==> src/rtl/awgn_channel_adder.sv <==
// AWGN channel adder: scales Gaussian noise pairs by a programmable sigma and adds them to a
// valid/ready signal stream, saturating to the signed output range. Two-entry noise pair
// buffer feeds a two-stage stallable pipeline (multiply, then round/add/clamp).
module awgn_channel_adder #(
  parameter int unsigned DW         = 16,
  parameter int unsigned SIGMA_FRAC = 12,
  parameter int unsigned CNT_W      = 32
) (
  input  logic             clk,
  input  logic             reset,
  input  logic [DW-1:0]    noise_x0,
  input  logic [DW-1:0]    noise_x1,
  input  logic             noise_valid,
  input  logic [15:0]      sigma,
  input  logic [DW-1:0]    sig_in,
  input  logic             sig_valid,
  output logic             sig_ready,
  output logic [DW-1:0]    y_out,
  output logic             y_valid,
  input  logic             y_ready,
  output logic             sat_flag,
  output logic [15:0]      sat_count,
  output logic [CNT_W-1:0] sample_count
);

  // Product of signed DW-bit noise and 17-bit zero-extended sigma.
  localparam int unsigned PW = DW + 17;
  // One guard bit so sig + r cannot overflow before the clamp.
  localparam int unsigned SW = PW + 1;

  localparam logic signed [PW-1:0] RoundC = PW'(2 ** (SIGMA_FRAC - 1));
  localparam logic signed [SW-1:0] MaxS   = SW'(2 ** (DW - 1) - 1);
  localparam logic signed [SW-1:0] MinS   = ~MaxS;

  // Noise pair buffer
  logic [DW-1:0] nb0_q, nb0_d;
  logic [DW-1:0] nb1_q, nb1_d;
  logic [1:0]    cnt_q, cnt_d;
  logic [1:0]    cnt_post;
  logic [DW-1:0] n_sel;

  // Pipeline control
  logic en;
  logic hs;
  logic out_hs;

  // Stage 1
  logic                 s1_valid_q, s1_valid_d;
  logic [DW-1:0]        s1_sig_q, s1_sig_d;
  logic signed [PW-1:0] s1_p_q, s1_p_d;
  logic signed [PW-1:0] n_ext;
  logic signed [PW-1:0] g_ext;
  logic signed [PW-1:0] prod;

  // Stage 2
  logic signed [PW-1:0] p_rnd;
  logic signed [PW-1:0] r;
  logic signed [SW-1:0] s;
  logic                 y_valid_q, y_valid_d;
  logic [DW-1:0]        y_out_q, y_out_d;
  logic                 sat_q, sat_d;

  // Counters
  logic [15:0]      sat_cnt_q, sat_cnt_d;
  logic [CNT_W-1:0] sample_cnt_q, sample_cnt_d;

  // Pipeline enable and input acceptance; no bypass, so an empty buffer blocks input.
  always_comb begin
    en        = !y_valid_q || y_ready;
    sig_ready = en && (cnt_q != 2'd0) && !reset;
    hs        = sig_valid && sig_ready;
    out_hs    = y_valid_q && y_ready;
  end

  // Noise buffer: consume x0 then x1, reload only once the buffer would be empty.
  always_comb begin
    n_sel    = (cnt_q == 2'd2) ? nb0_q : nb1_q;
    cnt_post = hs ? (cnt_q - 2'd1) : cnt_q;
    nb0_d    = nb0_q;
    nb1_d    = nb1_q;
    cnt_d    = cnt_post;
    // Pairs arriving while entries remain are dropped; the samples are i.i.d.
    if (noise_valid && (cnt_post == 2'd0)) begin
      nb0_d = noise_x0;
      nb1_d = noise_x1;
      cnt_d = 2'd2;
    end
  end

  // Stage 1 next state: capture sample and noise*sigma on handshake, bubble otherwise.
  always_comb begin
    n_ext      = {{(PW - DW){n_sel[DW-1]}}, n_sel};
    g_ext      = {{(PW - 16){1'b0}}, sigma};
    prod       = n_ext * g_ext;
    s1_valid_d = s1_valid_q;
    s1_sig_d   = s1_sig_q;
    s1_p_d     = s1_p_q;
    if (en) begin
      s1_valid_d = hs;
      if (hs) begin
        s1_sig_d = sig_in;
        s1_p_d   = prod;
      end
    end
  end

  // Stage 2 next state: round half up, add at full width, clamp to the output range.
  always_comb begin
    p_rnd     = s1_p_q + RoundC;
    r         = p_rnd >>> SIGMA_FRAC;
    s         = {{(SW - DW){s1_sig_q[DW-1]}}, s1_sig_q} + {r[PW-1], r};
    y_valid_d = y_valid_q;
    y_out_d   = y_out_q;
    sat_d     = sat_q;
    if (en) begin
      y_valid_d = s1_valid_q;
      if (s1_valid_q) begin
        if (s > MaxS) begin
          y_out_d = MaxS[DW-1:0];
          sat_d   = 1'b1;
        end else if (s < MinS) begin
          y_out_d = MinS[DW-1:0];
          sat_d   = 1'b1;
        end else begin
          y_out_d = s[DW-1:0];
          sat_d   = 1'b0;
        end
      end
    end
  end

  // Output handshake counters: sample count wraps, saturation count sticks at all ones.
  always_comb begin
    sample_cnt_d = sample_cnt_q;
    sat_cnt_d    = sat_cnt_q;
    if (out_hs) begin
      sample_cnt_d = sample_cnt_q + CNT_W'(1);
      if (sat_q && (sat_cnt_q != 16'hFFFF)) begin
        sat_cnt_d = sat_cnt_q + 16'd1;
      end
    end
  end

  // State registers with synchronous reset; reset discards buffered noise and in-flight data.
  always_ff @(posedge clk) begin
    if (reset) begin
      nb0_q        <= '0;
      nb1_q        <= '0;
      cnt_q        <= 2'd0;
      s1_valid_q   <= 1'b0;
      s1_sig_q     <= '0;
      s1_p_q       <= '0;
      y_valid_q    <= 1'b0;
      y_out_q      <= '0;
      sat_q        <= 1'b0;
      sat_cnt_q    <= '0;
      sample_cnt_q <= '0;
    end else begin
      nb0_q        <= nb0_d;
      nb1_q        <= nb1_d;
      cnt_q        <= cnt_d;
      s1_valid_q   <= s1_valid_d;
      s1_sig_q     <= s1_sig_d;
      s1_p_q       <= s1_p_d;
      y_valid_q    <= y_valid_d;
      y_out_q      <= y_out_d;
      sat_q        <= sat_d;
      sat_cnt_q    <= sat_cnt_d;
      sample_cnt_q <= sample_cnt_d;
    end
  end

  // Registered outputs
  always_comb begin
    y_out        = y_out_q;
    y_valid      = y_valid_q;
    sat_flag     = sat_q;
    sat_count    = sat_cnt_q;
    sample_count = sample_cnt_q;
  end

endmodule

==> config.mk <==
export PLATFORM = sky130hd
export DESIGN_NAME = awgn_channel_adder
export DESIGN_NICKNAME = d
export VERILOG_FILES = /design/src/rtl/awgn_channel_adder.sv
export SDC_FILE = /design/constraint.sdc
export NUM_CORES = 1
export LEC_CHECK = 0
export ABC_AREA = 1
export BUFFER_PORTS_ARGS = -buffer_cell sky130_fd_sc_hd__buf_2
export CAP_MARGIN = 10
export CORE_ASPECT_RATIO = 2
export CORE_MARGIN = 4
export CORE_UTILIZATION = 55
export DETAILED_ROUTE_END_ITERATION = 8
export GPL_TIMING_DRIVEN = 0
export HOLD_SLACK_MARGIN = 0.15
export PLACE_DENSITY = 0.74
export SLEW_MARGIN = 20
export SYNTH_ARGS = -nofsm -noshare
export SYNTH_HDL_FRONTEND = slang
export SYNTH_SLANG_ARGS = --single-unit
==> constraint.sdc <==
create_clock -name clk -period 18.5 [get_ports clk]
set_clock_uncertainty 0.05 [all_clocks]
set_input_delay 0.925 -clock clk [delete_from_list [all_inputs] [get_ports clk]]
set_output_delay 0.925 -clock clk [all_outputs]
set_load 0.03 [all_outputs]
### Yosys cells after proc, flatten, opt, wreduce, memory -nomap -nowiden

Cells that the tools add are included.

* register bits after elaboration: 150

* equality and inequality tests: 2
* add/sub/neg operators: 5
* $lt $le $gt $ge: 2
* multiply operators: 1
* reductions and logical operators: 15
* multiplexer cells: 7

Operators by type and width (number)
* $mux W16: 3
* $add A33 B13 Y33 const B: 1
* $mul A16 B17 Y33: 1
* $add A32 B1 Y32 const B: 1
* $add A16 B21 Y22: 1
* $gt A22 B16 Y1 const B: 1
* $lt A22 B16 Y1 const B: 1
* $add A16 B1 Y16 const B: 1
* $ne A16 B16 Y1 const B: 1
* $logic_and A1 B1 Y1: 6
* $reduce_and A2 Y1: 3
* $mux W2: 2
* $eq A2 B2 Y1 const B: 1
* $logic_not A1 Y1: 2
* $logic_not A2 Y1: 1
* $mux W1: 2
* $reduce_bool A2 Y1: 1
* $reduce_or A2 Y1: 1
* $sub A2 B1 Y2 const B: 1
* $logic_or A1 B1 Y1: 1

### Depth between registers and ports, before layout

* word-level depth: 9
* gate-level depth with buffers: 34

### Least setup slack after synthesis

Ideal clock, no wire load.

* path kind: register -> register
* from: reg cnt_q[0]
* to: reg s1_p_q[28]
* setup slack: 12109 ps
* period minus slack after synthesis: 6391 ps
* data required time: 18341 ps
* arrival: 6232 ps
* cell stages (with the launch flop): 29
* cell sequence: dfxtp_1 > inv_1 > ha_1 > clkbuf_1 > buf_2 > o21ai_0 > inv_1 > clkbuf_1 > nand2_1 > fa_1 > inv_1 > fa_1 > fa_1 > fa_1 > fa_1 > inv_1 > fa_1 > inv_1 > ha_1 > a21oi_1 > inv_1 > a31oi_1 > nand2_1 > a211oi_1 > nand2_1 > nand2_1 > nand3_1 > nand2_1 > inv_1

* word-level cells in the longest chain between the ends: 5
* elaborated cells on any way between the ends: 8
* classes of those cells: 1 x mul; 1 x eq/ne; 1 x mux; 5 x reduce/logical

RTL lines
* start: declaration: RTL line 38 `logic [1:0] cnt_q, cnt_d;`
* start signal: assignment: RTL line 161 `cnt_q <= cnt_d;`
* branches (longest 5 deep; another with $mul A16 B17 Y33)
* end signal: assignment: RTL line 164 `s1_p_q <= s1_p_d;`
* end: declaration: RTL line 50 `logic signed [PW-1:0] s1_p_q, s1_p_d;`

Parallel ways; which one is timed is not known.
A chain may end at the register's enable or synchronous reset.

### Worst setup path after layout

Ends and elaborated chain as after synthesis.

==> qor.yml <==
dp.cells: 2810
synth_edf_count: 0
core_area_um2: 29700
die-area_um2: 33300
tightest_slew_ns: 1.17
rrSetupSlack_ns: 10.09
area_growth_pct: 10.3
worstHoldPathType: "flop to flop"
fin_crit_ns: 8.41
timing.final.hold_violations: 0
drive_above_1_share_pct: 9.44
row_count: 89
grt_pass1_vias: 15799
synth_top_area_share_pct: 23.3
crit_cells: 30
startpoint_type: "flop"
crit_path_end_kind: "flop"
drv_cap: 0
cp.required_ns: 18.79
crit_top_cell: "inv_1"
syn_nets: 2723
grt_pass1_wl_um: 80700
hold_depth: 2
critPathLaunch: "cnt_q[0]"
yosys_register_bits: 139
period_share_pct: 45.5
ys_types: 50
drc: 0
worst_slack_ns: 10.09
path_clk_slew_ns: 0.07
async_flop_share_pct: 0
synth_warnings: 0
utilization_pct: 61.7
status: "finished clean"
relSlewSlack_pct: 21.4
critPathCapture: "s1_p_q[28]"
gp_congestion: 1.09
clk_latency_ns: 0.44
rsz0062_at_grt: "no"
drtIter0Drc: 838
worst_r2r_path_depth: 30
numCtsBuffers: 17
grt_overflow: 0
initial_core_util_pct: 56.0
cp_max_fo: 10
crit_slowest_cell: "fa_1"
io_pins: 136
synthFlopType: "dfxtp_1"
first_pass_iters: 6
cts_buffer_depth: 2
drv_slew: 0
nets: 2873
fp.dieH_um: 254
port-buffer-count: 128
r2r_end: "s1_p_q[28]"
stdcell_count: 2842
seq_area_frac_synth_pct: 16.7
wl_um: 52200
finalSetupViolCount: 0
nFillCells: 2795
diodes: 0
grt_max_degree: 17
cts_num_sinks: 139
htreeDepth: 4
worstPathBufferInverterCount: 11
antenna_found_initial: 0
critPathTopFamily: "adder cells"
synth_area_leaders: "fa_1, dfxtp_1, ha_1"
syn-cell-area_um2: 16600
wl_per_cell_um: 18.4
r2r-start: "cnt_q[0]"
cts_root_buffer: "clkbuf_16"
cts_tree: "done"
fin_setup_tns_ns: 0
syn_inst: 2315
grt_usage_pct: 32.0
yosys.area.top_type: "fa_1"
num_vias: 15399
cts.hold.buffers_added: 0
crit_type: "flop to flop"
pre_cts_slack_ns: 10.32
postCtsSetupBuffers: 0
fmax_ghz: 0.119
syn_avg_cell_area_um2: 7.19
chipWidth_um: 131
cts_resized: 0
arrival_ns: 8.70
antenna_left: 0
max_stage_delay_ns: 0.70
vias_per_cell: 5.42
hpwl_um: 43800
-- worst register-to-register path, delay by kind of cell (launching register included) --
kind	cells	cell delay, ns
adders and majority gates	8	3.88
buffers and inverters	11	2.22
AOI/OAI and AO/OA	4	1.20
and+or+nand+nor	7	0.66
DFF	1	0.30
-- metal layers --
layer	global-route usage (%)	share of wire (%)
met5	0	0
met4	29.1	12
met3	4.25	4.4
met2	58.1	53
met1	29.5	31
-- stage by stage --
stage	instance area [um^2]	hold WS [ns]
after floorplan	16600	0.375
after global placement	17700	0.388
after detailed placement	17800	0.393
after CTS	18300	0.404
after global routing	18300	0.435
final	18300	0.402
-- state kept, by name (all words and copies together), names as in the netlist --
signal	cells
y_out	16
nb0_q	16
cnt_q	2
sample_count	32
nb1_q	16
s1_sig_q	16
s1_valid_q	1
y_valid	1
sat_flag	1
sat_count	16
s1_p_q	22
-- synthesized netlist by cell type, types with 3 or more instances --
cell type,n
ha_1,145
a31oi_1,7
inv_2,7
nor2_2,8
buf_2,3
nand3_1,84
fa_1,194
clkinv_1,3
dfxtp_1,139
o21a_1,3
a21oi_2,10
o21bai_1,4
a21oi_1,91
nor3_1,32
nor2_1,280
a21o_1,7
xor2_1,51
nor4_1,10
or2_2,10
o21ai_0,133
nand4_1,28
xnor2_1,9
nor3b_1,4
nand2_1,475
buf_1,5
nor3_2,4
nand2_2,11
o21ai_1,3
clkbuf_1,50
inv_1,480
-- worst min-delay path by stage --
stage | startpoint | end | slack [ns]
floorplan | nb1_q[4] | nb1_q[4] | 0.37
global placement | nb1_q[4] | nb1_q[4] | 0.39
CTS | nb1_q[4] | nb1_q[4] | 0.40
detailed placement | nb1_q[4] | nb1_q[4] | 0.39
finish | nb1_q[4] | nb1_q[4] | 0.40
global route | nb1_q[6] | nb1_q[6] | 0.44
-- final cells by class --
cell class                 instances  area, um^2  share of cell area [%]
multi-input combinational       1622       11700                    63.8
buffer                            64         312                    1.70
clock inverter                    14         148                   0.805
tap                              364         455                    2.48
timing repair buffer             131         663                    3.61
sequential                       139        2780                    15.2
clock buffer                      18         439                    2.39
inverter                         490        1840                    10.0
-- cells by family after synthesis --
group                    share of synthesized area, %
AND/OR/NAND/NOR                                  24.1
AO/OA/AOI/OAI                                    8.70
XOR/XNOR                                         3.32
buffers and inverters                            12.9
adder cells (fa/ha/maj)                          34.2
flip-flops                                       16.7
-- layout by cell type, fill, tap and decap left out, types with 51 or more instances in the layout --
cell / count
a21oi_1: 91
buf_2: 131
dfxtp_1: 139
fa_1: 194
ha_1: 145
inv_1: 480
nand2_1: 475
nand3_1: 84
nor2_1: 280
o21ai_0: 130
xor2_1: 51
Power is not shown: default switching activity piles up to over one toggle a cycle in this logic, so the estimate is an artifact.
